<file path="config.mk">
export PLATFORM = sky130hd
export DESIGN_NAME = param_register_file_flat
export DESIGN_NICKNAME = d
export VERILOG_FILES = /design/src/rtl/param_register_file_if.sv /design/src/rtl/param_register_file.sv /design/src/flat_wrapper.sv
export SDC_FILE = /design/constraint.sdc
export NUM_CORES = 1
export LEC_CHECK = 0
export CORE_MARGIN = 1.5
export CORE_UTILIZATION = 57
export DETAILED_ROUTE_END_ITERATION = 12
export PLACE_DENSITY = 0.79
export REMOVE_ABC_BUFFERS = 1
export SYNTH_ARGS = -nofsm -noshare
export SYNTH_HDL_FRONTEND = slang
export SYNTH_SLANG_ARGS = --single-unit
</file>
<file path="constraint.sdc">
create_clock -name Clock -period 6.05 [get_ports Clock]
set_input_delay 0.605 -clock Clock [delete_from_list [all_inputs] [get_ports Clock]]
set_output_delay 0.605 -clock Clock [all_outputs]
set_load 0.05 [all_outputs]
</file>
<file path="src/rtl/param_register_file_if.sv">
// Bus bundle for param_register_file: write data, per-register enables,
// read selects, save/restore requests and the sequencer handshake.
interface param_register_file_if #(
  parameter int DATA_W  = 16,
  parameter int NUM_GP  = 4,
  parameter int NUM_SCR = 4
);
  localparam int SEL_W = $clog2(NUM_GP + NUM_SCR);

  logic [DATA_W-1:0]  I;
  logic [2:0]         FunSel;
  logic [NUM_GP-1:0]  RegSel;
  logic [NUM_SCR-1:0] ScrSel;
  logic [SEL_W-1:0]   OutASel;
  logic [SEL_W-1:0]   OutBSel;
  logic               Save;
  logic               Restore;
  logic [DATA_W-1:0]  OutA;
  logic [DATA_W-1:0]  OutB;
  logic               Busy;
  logic               Done;

  modport master (
    output I, FunSel, RegSel, ScrSel, OutASel, OutBSel, Save, Restore,
    input  OutA, OutB, Busy, Done
  );

  modport slave (
    input  I, FunSel, RegSel, ScrSel, OutASel, OutBSel, Save, Restore,
    output OutA, OutB, Busy, Done
  );
endinterface

</file>
<file path="src/rtl/param_register_file.sv">
// Parametrised register file: NUM_GP general-purpose and NUM_SCR scratch
// registers with per-register dec/inc/load/clear, two combinational read
// ports, and a save/restore sequencer copying R[i]<->S[i] one per cycle.
// Optional feature macro: RF_SATURATE_EN (unsigned saturating inc/dec;
// wrap-around when undefined).
module param_register_file #(
  parameter int DATA_W  = 16,
  parameter int NUM_GP  = 4,
  parameter int NUM_SCR = 4
) (
  input logic                  Clock,
  input logic                  Reset,
  param_register_file_if.slave bus
);
  localparam int SEL_W = $clog2(NUM_GP + NUM_SCR);
  localparam int CNT_W = (NUM_GP > 1) ? $clog2(NUM_GP) : 1;
  localparam logic [CNT_W-1:0]  LAST = CNT_W'(NUM_GP - 1);
  localparam logic [DATA_W-1:0] ONE  = DATA_W'(1);

  typedef enum logic [1:0] {IDLE, SAVE, RESTORE} state_t;

  state_t            state, state_nxt;
  logic [CNT_W-1:0]  cnt, cnt_nxt;
  logic              busy_nxt, done_nxt;
  logic              busy_q, done_q;
  logic [DATA_W-1:0] r [NUM_GP];
  logic [DATA_W-1:0] s [NUM_SCR];

  function automatic logic [DATA_W-1:0] f_inc(input logic [DATA_W-1:0] v);
`ifdef RF_SATURATE_EN
    if (&v) return v;
`endif
    return v + ONE;
  endfunction

  function automatic logic [DATA_W-1:0] f_dec(input logic [DATA_W-1:0] v);
`ifdef RF_SATURATE_EN
    if (v == '0) return v;
`endif
    return v - ONE;
  endfunction

  function automatic logic [DATA_W-1:0] f_apply(input logic [2:0]        fs,
                                                input logic [DATA_W-1:0] v,
                                                input logic [DATA_W-1:0] din);
    case (fs)
      3'b000:  return f_dec(v);
      3'b001:  return f_inc(v);
      3'b010:  return din;
      3'b011:  return '0;
      default: return v;
    endcase
  endfunction

  // Sequencer state, copy counter and registered handshake outputs
  always_ff @(posedge Clock) begin
    if (Reset) begin
      state  <= IDLE;
      cnt    <= '0;
      busy_q <= 1'b0;
      done_q <= 1'b0;
    end else begin
      state  <= state_nxt;
      cnt    <= cnt_nxt;
      busy_q <= busy_nxt;
      done_q <= done_nxt;
    end
  end

  // Next-state logic: Save has priority over Restore; last copy raises Done
  always_comb begin
    state_nxt = state;
    cnt_nxt   = cnt;
    busy_nxt  = 1'b0;
    done_nxt  = 1'b0;
    case (state)
      IDLE: begin
        cnt_nxt = '0;
        if (bus.Save) begin
          state_nxt = SAVE;
          busy_nxt  = 1'b1;
        end else if (bus.Restore) begin
          state_nxt = RESTORE;
          busy_nxt  = 1'b1;
        end
      end
      SAVE, RESTORE: begin
        if (cnt == LAST) begin
          state_nxt = IDLE;
          cnt_nxt   = '0;
          done_nxt  = 1'b1;
        end else begin
          cnt_nxt  = cnt + CNT_W'(1);
          busy_nxt = 1'b1;
        end
      end
      default: state_nxt = IDLE;
    endcase
  end

  // Register array: FunSel ops only while idle, otherwise one copy per edge
  always_ff @(posedge Clock) begin
    if (Reset) begin
      for (int i = 0; i < NUM_GP; i++)  r[i] <= '0;
      for (int j = 0; j < NUM_SCR; j++) s[j] <= '0;
    end else if (state == IDLE) begin
      for (int i = 0; i < NUM_GP; i++)
        if (bus.RegSel[i]) r[i] <= f_apply(bus.FunSel, r[i], bus.I);
      for (int j = 0; j < NUM_SCR; j++)
        if (bus.ScrSel[j]) s[j] <= f_apply(bus.FunSel, s[j], bus.I);
    end else if (state == SAVE) begin
      s[cnt] <= r[cnt];
    end else begin
      r[cnt] <= s[cnt];
    end
  end

  // Read ports: R then S in select order; unmapped selects read zero
  always_comb begin
    bus.OutA = '0;
    bus.OutB = '0;
    for (int i = 0; i < NUM_GP; i++) begin
      if (bus.OutASel == SEL_W'(i)) bus.OutA = r[i];
      if (bus.OutBSel == SEL_W'(i)) bus.OutB = r[i];
    end
    for (int j = 0; j < NUM_SCR; j++) begin
      if (bus.OutASel == SEL_W'(NUM_GP + j)) bus.OutA = s[j];
      if (bus.OutBSel == SEL_W'(NUM_GP + j)) bus.OutB = s[j];
    end
  end

  assign bus.Busy = busy_q;
  assign bus.Done = done_q;
endmodule

</file>
<file path="src/flat_wrapper.sv">
// flat-port wrapper written by rule: the top's interface ports become plain ports
module param_register_file_flat 
#(
  parameter int DATA_W  = 16,
  parameter int NUM_GP  = 4,
  parameter int NUM_SCR = 4
)
  (Clock, Reset, bus_I, bus_FunSel, bus_RegSel, bus_ScrSel, bus_OutASel, bus_OutBSel, bus_Save, bus_Restore, bus_OutA, bus_OutB, bus_Busy, bus_Done);
  param_register_file_if #(.DATA_W(DATA_W), .NUM_GP(NUM_GP), .NUM_SCR(NUM_SCR)) bus_i ();
  input logic Clock;
  input logic Reset;
  input wire logic [$bits(bus_i.I)-1:0] bus_I;
  input wire logic [$bits(bus_i.FunSel)-1:0] bus_FunSel;
  input wire logic [$bits(bus_i.RegSel)-1:0] bus_RegSel;
  input wire logic [$bits(bus_i.ScrSel)-1:0] bus_ScrSel;
  input wire logic [$bits(bus_i.OutASel)-1:0] bus_OutASel;
  input wire logic [$bits(bus_i.OutBSel)-1:0] bus_OutBSel;
  input wire logic [$bits(bus_i.Save)-1:0] bus_Save;
  input wire logic [$bits(bus_i.Restore)-1:0] bus_Restore;
  output wire logic [$bits(bus_i.OutA)-1:0] bus_OutA;
  output wire logic [$bits(bus_i.OutB)-1:0] bus_OutB;
  output wire logic [$bits(bus_i.Busy)-1:0] bus_Busy;
  output wire logic [$bits(bus_i.Done)-1:0] bus_Done;
  assign bus_i.I = bus_I;
  assign bus_i.FunSel = bus_FunSel;
  assign bus_i.RegSel = bus_RegSel;
  assign bus_i.ScrSel = bus_ScrSel;
  assign bus_i.OutASel = bus_OutASel;
  assign bus_i.OutBSel = bus_OutBSel;
  assign bus_i.Save = bus_Save;
  assign bus_i.Restore = bus_Restore;
  assign bus_OutA = bus_i.OutA;
  assign bus_OutB = bus_i.OutB;
  assign bus_Busy = bus_i.Busy;
  assign bus_Done = bus_i.Done;
  param_register_file #(.DATA_W(DATA_W), .NUM_GP(NUM_GP), .NUM_SCR(NUM_SCR)) u_core (.Clock(Clock), .Reset(Reset), .bus(bus_i));
endmodule
</file>
## Word-level counts from Yosys, hierarchy flattened

Memory sizes are Yosys's and may differ from the RTL's. A register that Yosys moved wholly into a read port is not among the register bits.
Cells that the tools add are included.

- Multiplexer cells: 119
- Bitwise gates (word level): 9
- $add $sub $neg: 17
- Reduce and logical (&&, ||, !) cells: 10
- Equal/unequal tests: 22

Operators by type and width:

| cell | number |
|---|---|
| $mux 16 | 50 |
| $pmux 16 s4 | 8 |
| $add 16x1->16 const B | 8 |
| $sub 16x1->16 const B | 8 |
| $mux 1 | 48 |
| $reduce_or 16->1 | 2 |
| $eq 3x3->1 const B | 8 |
| $mux 2 | 10 |
| $eq 3x2->1 const B | 6 |
| $eq 3x1->1 const B | 3 |
| $logic_not 3->1 | 3 |
| $or 1x1->1 | 8 |
| $pmux 2 s2 | 2 |
| $eq 2x2->1 const B | 2 |
| $reduce_or 2->1 | 2 |
| $ne 3x3->1 const B | 1 |
| $add 2x1->2 const B | 1 |
| $eq 2x1->1 const B | 1 |
| $logic_not 2->1 | 1 |
| $ne 2x1->1 const B | 1 |
| $pmux 1 s2 | 1 |
| $reduce_and 2->1 | 1 |
| $reduce_bool 2->1 | 1 |
| $not 1->1 | 1 |

- Flip-flop bits (word level): 6
- Bits of input ports: 37
- Bits in writable memories: 128
- Memories kept: 2
- Output and inout bits: 34
- Word-level logic and storage cells: 183

Memory list:

| name | words | bits a word | read ports | clocked after memory_dff | wr ports | RTL line | text |
|---|---|---|---|---|---|---|---|
| u_core.r | 4 | 16 | 5 | 1 | 4 | param_register_file.sv:26 | `logic [DATA_W-1:0] r [NUM_GP];` |
| u_core.s | 4 | 16 | 5 | 1 | 4 | param_register_file.sv:27 | `logic [DATA_W-1:0] s [NUM_SCR];` |

## Longest topological paths before layout

- Depth after elaboration: 9
- Gate-level depth with buffers: 13
- Gate-level depth less buffers: 11

## Worst setup path after synthesis

Ideal clock, no wire load.

- Path kind: input-to-reg
- From: input port bus_FunSel[0]
- To: memory u_core.s[3][9], data pin
- Required time: 5.793 ns
- Cell stages on the path: 12
- Setup slack: 0.247 ns
- Library setup time: 0.257 ns
- Arrival time: 5.546 ns
- Path buffers: 1
- Cells stage by stage: inv_1 nor3_1 buf_1 inv_1 ha_1 a211oi_2 o21bai_1 a2111o_1 a221o_2 xnor2_1 nand2_1 a32o_1

RTL lines:

| what | RTL line | text |
|---|---|---|
| start, declared | flat_wrapper.sv:13 | `input wire logic [$bits(bus_i.FunSel)-1:0] bus_FunSel;` |
| end, declared | param_register_file.sv:27 |  |

## Worst setup path after layout

- From: input port bus_OutBSel[1]
- To: output port bus_OutB[11]

- Longest elaborated chain between the ends: 9
- Elaborated cells on any way between the ends: 16
- Those cells by class: eq/ne (7); mux (8); reduce/logical (1)

Ends and longest elaborated chain:

| what | RTL line | text |
|---|---|---|
| start, declared | flat_wrapper.sv:17 | `input wire logic [$bits(bus_i.OutBSel)-1:0] bus_OutBSel;` |
| $logic_not 3->1 | param_register_file.sv:124 | `if (bus.OutBSel == SEL_W'(i)) bus.OutB = r[i];` |
| $mux 16 (4 in series) | param_register_file.sv:124 |  |
| $mux 16 (3 in series) | param_register_file.sv:128 | `if (bus.OutBSel == SEL_W'(NUM_GP + j)) bus.OutB = s[j];` |
| $mux 16 (*) | param_register_file.sv:128 |  |
| end, declared | flat_wrapper.sv:21 | `output wire logic [$bits(bus_i.OutB)-1:0] bus_OutB;` |

Every way passes the cells marked *; elsewhere a longest branch is shown, timed or not.

==> impl_metrics.yaml <==
yosys:
  ys_seq_area_frac: 0.2656
  synth_top_area_frac: 0.2550
  synth-compound-area-share: 0.2700
  synth-main-ff-cell: "edfxtp_1"
  yosysUniqueCellTypes: 73
  yosysTopAreaCell: "edfxtp_1"
  synth_xor_area_frac: 0.05927
  synth-seq-cells: 136
  async_reset_ff_frac: 0
  synthAdderAreaFrac: 0.1302
  avgSynthCellArea_um2: 9.047
  synth.area.top_cells: "edfxtp_1 26%, ha_1 12%, mux4_2 6.9%"
  yosysWarnings: 0
  synthSimpleGateAreaFrac: 0.1302
  synth_top_family_by_area: "compound AO/OA/AOI/OAI gates"
  synthCells: 1666
  synth_edf_count: 128
  synthMuxAreaShare: 0.1075
  syn_area_um2: 15070
die:
  die_y_um: 165.6
  design.core.area_um2: 25980
  start_util: 0.5800
  dieArea_um2: 27430
  pin_count: 71
  rows: 59
  die_x_um: 165.6
grt:
  antenna_found_initial: 2
  grt_max_degree: 78
  grt_pass1_vias: 13700
  grt_usage: 0.3736
  grt_pass1_wl_um: 80190
  grt-ovfl-total: 0
route:
  drtPass1Iterations: 7
  drcViolationCount: 0
  ant_nets: 0
  drt-total-wl_um: 52390
  vias: 14560
  wl_per_cell_um: 25.91
  via_per_inst: 7.199
  dr.first_iter.drc_count: 2168
sta:
  fin_crit_ns: 4.526
  rsz0062_at_grt: "false"
  tightest_slew_ns: 1.018
  relSlewSlack: 0.3201
  final-hold-violation-count: 0
  clock-skew-final_ns: 0.01390
  slew_viol_final: 0
  setup_violations: 0
  period_share: 0.7481
  fin_setup_tns_ns: 0
  timing.fmax_mhz: 220.9
placement:
  hpwlAfterDp_um: 38740
  port_buffers: 70
  gp_congestion: 0.9660
clocking:
  cts_tree: "done"
  clock_latency_ns: 0.44
  post_cts.repair.setup_buffers: 0
  clkTransAtPathRegs_ns: 0.06
  numCtsBuffers: 17
  cts_resized: 0
  h-tree-depth: 4
  postCtsHoldBufs: 0
  clockBufferDepth: 2
  clock-sinks: 136
  clk_root_buffer_cell: "clkbuf_16"
flow_run:
  maxCapViolations: 0
critical_path:
  reg2reg_depth: 8
  r2r_end: "u_core.s[2][15]"
  crit_path_cell_trace: "clkdlybuf4s50_1, nor2b_2, buf_4, nand2_1, o21ai_0, nand2_1, clkdlybuf4s50_1"
  crit_slowest_cell: "clkdlybuf4s50_1"
  rrSetupSlack_ns: 2.99
  cp.arrival_ns: 3.92
  worstPathMaxFanout: 17
  cp-start-kind: "input pin"
  crit_required_ns: 5.44
  crit_type: "input pin to primary output"
  cpPeakStageDelay_ns: 1.03
  end_kind: "primary output"
  r2r_start: "u_core.s[2][1]"
worst_hold_path:
  hold_depth: 2
  min_from: "u_core.state[1]"
  min_path_type: "flop to flop"
  min_to: "u_core.state[1]"
status:
  status: "finished clean"
pwr:
  peakVddDrop_v: 0.0002214
  power_w: 0.005903
  p_per_area_nw_per_um2: 357.0
  leakage_nw: 6.434
layout:
  final_layout_size_suffix_gt1_frac: 0.08121
  multi_input_area_um2: 10530
  nets: 1864
  final-seq-area_um2: 4005
  fillers: 2166
  antennaDiodeCount: 0
  syn2layout_area_growth_pct: 9.704
[metrics by stage]
step	cells	setup WS (ns)	util	hold WS [ns]	instance area, µm²
3_5_place_dp	1991	1.300	0.6120	0.5362	15900
2_1_floorplan	1567	-0.3815	-	0.5034	14620
6_report	2022	1.524	0.6363	0.5556	16530
5_1_grt	2022	1.329	0.6363	0.5770	16530
3_3_place_gp	1991	1.391	0.6120	0.5313	15900
4_1_cts	2022	1.695	0.6363	0.5499	16530
[layout by cell type, fill, tap and decap left out, types with 25 or more instances in the layout]
| cell type | synthesis | routed |
|---|---|---|
| xor2_1 | 53 | 53 |
| mux2i_1 | 34 | 34 |
| xnor2_1 | 49 | 49 |
| a21oi_1 | 154 | 154 |
| a21o_1 | 41 | 41 |
| o21ai_0 | 141 | 141 |
| a32o_1 | 45 | 45 |
| nand3_1 | 25 | 25 |
| nand2_1 | 240 | 240 |
| nor2_1 | 71 | 71 |
| clkdlybuf4s50_1 | 0 | 68 |
| ha_1 | 144 | 144 |
| o211ai_1 | 29 | 29 |
| mux4_2 | 46 | 46 |
| inv_1 | 30 | 29 |
| edfxtp_1 | 128 | 128 |
[Yosys cell counts, types with 29 or more instances]
cell / n
nand2_1: 240
a21oi_1: 154
a32o_1: 45
xor2_1: 53
mux4_2: 46
ha_1: 144
o21ai_0: 141
mux2i_1: 34
xnor2_1: 49
edfxtp_1: 128
inv_1: 30
a21o_1: 41
o211ai_1: 29
clkbuf_1: 73
nor2_1: 71
[flip-flops by register name, summed over array words and instances, names as in the netlist, named ones only]
signal	flops
u_core.bus.Busy	1
u_core.bus.Done	1
u_core.cnt	2
u_core.r	64
u_core.s	64
u_core.state	2
[critical path, delay by kind of cell]
| family | cells | cell delay [ns] |
|---|---|---|
| AND/OR/NAND/NOR | 3 | 0.91 |
| AO/OA/AOI/OAI | 1 | 0.38 |
| buffers and inverters | 3 | 2.02 |
[worst max path at each step]
stage                    from               to  slack, ns  cells past startpoint
3_3_place_gp    bus_FunSel[0]  u_core.r[3][13]       1.39                     14
6_report       bus_OutBSel[1]     bus_OutB[11]       1.52                      7
2_1_floorplan   bus_FunSel[0]   u_core.s[3][9]      -0.38                     11
5_1_grt         bus_FunSel[0]  u_core.r[3][13]       1.33                     14
3_5_place_dp    bus_FunSel[0]  u_core.r[3][13]       1.30                     14
4_1_cts         bus_FunSel[0]  u_core.r[3][13]       1.69                     14
[logic make-up (layout without fill, tap and decap cells)]
kind of cell / Yosys count / in the layout
AND/OR/NAND/NOR: 444 / 444
AO/OA/AOI/OAI: 604 / 604
XOR/XNOR: 102 / 102
flip-flops: 136 / 136
buffers and inverters: 129 / 150
multiplexers: 99 / 99
adder cells (fa/ha/maj): 152 / 152
[power breakdown]
group,internal (W),switching (W),total (W)
Clock,0.000731,0.000451,0.00118
Combinational,0.00129,0.00184,0.00313
Sequential,0.00128,0.000309,0.00159
Total,0.00330,0.00260,0.00590
[area by class of cell]
class,instances,area share
multi-input combinational,1401,0.6369
sequential,136,0.2422
timing repair buffer,89,0.05040
clock buffer,19,0.02618
tap,335,0.02535
clock inverter,12,0.01203
inverter,30,0.006962
[routing by layer]
metal / vias up / part of all wire / GRT usage
met1: 6916 / 0.40 / 0.5077
met4: 2 / 0.052 / 0.1727
met5: - / 0.00025 / 0
li1: 6436 / - / -
met3: 176 / 0.10 / 0.06930
met2: 1026 / 0.45 / 0.5790
(Power assumes the default switching activity.)
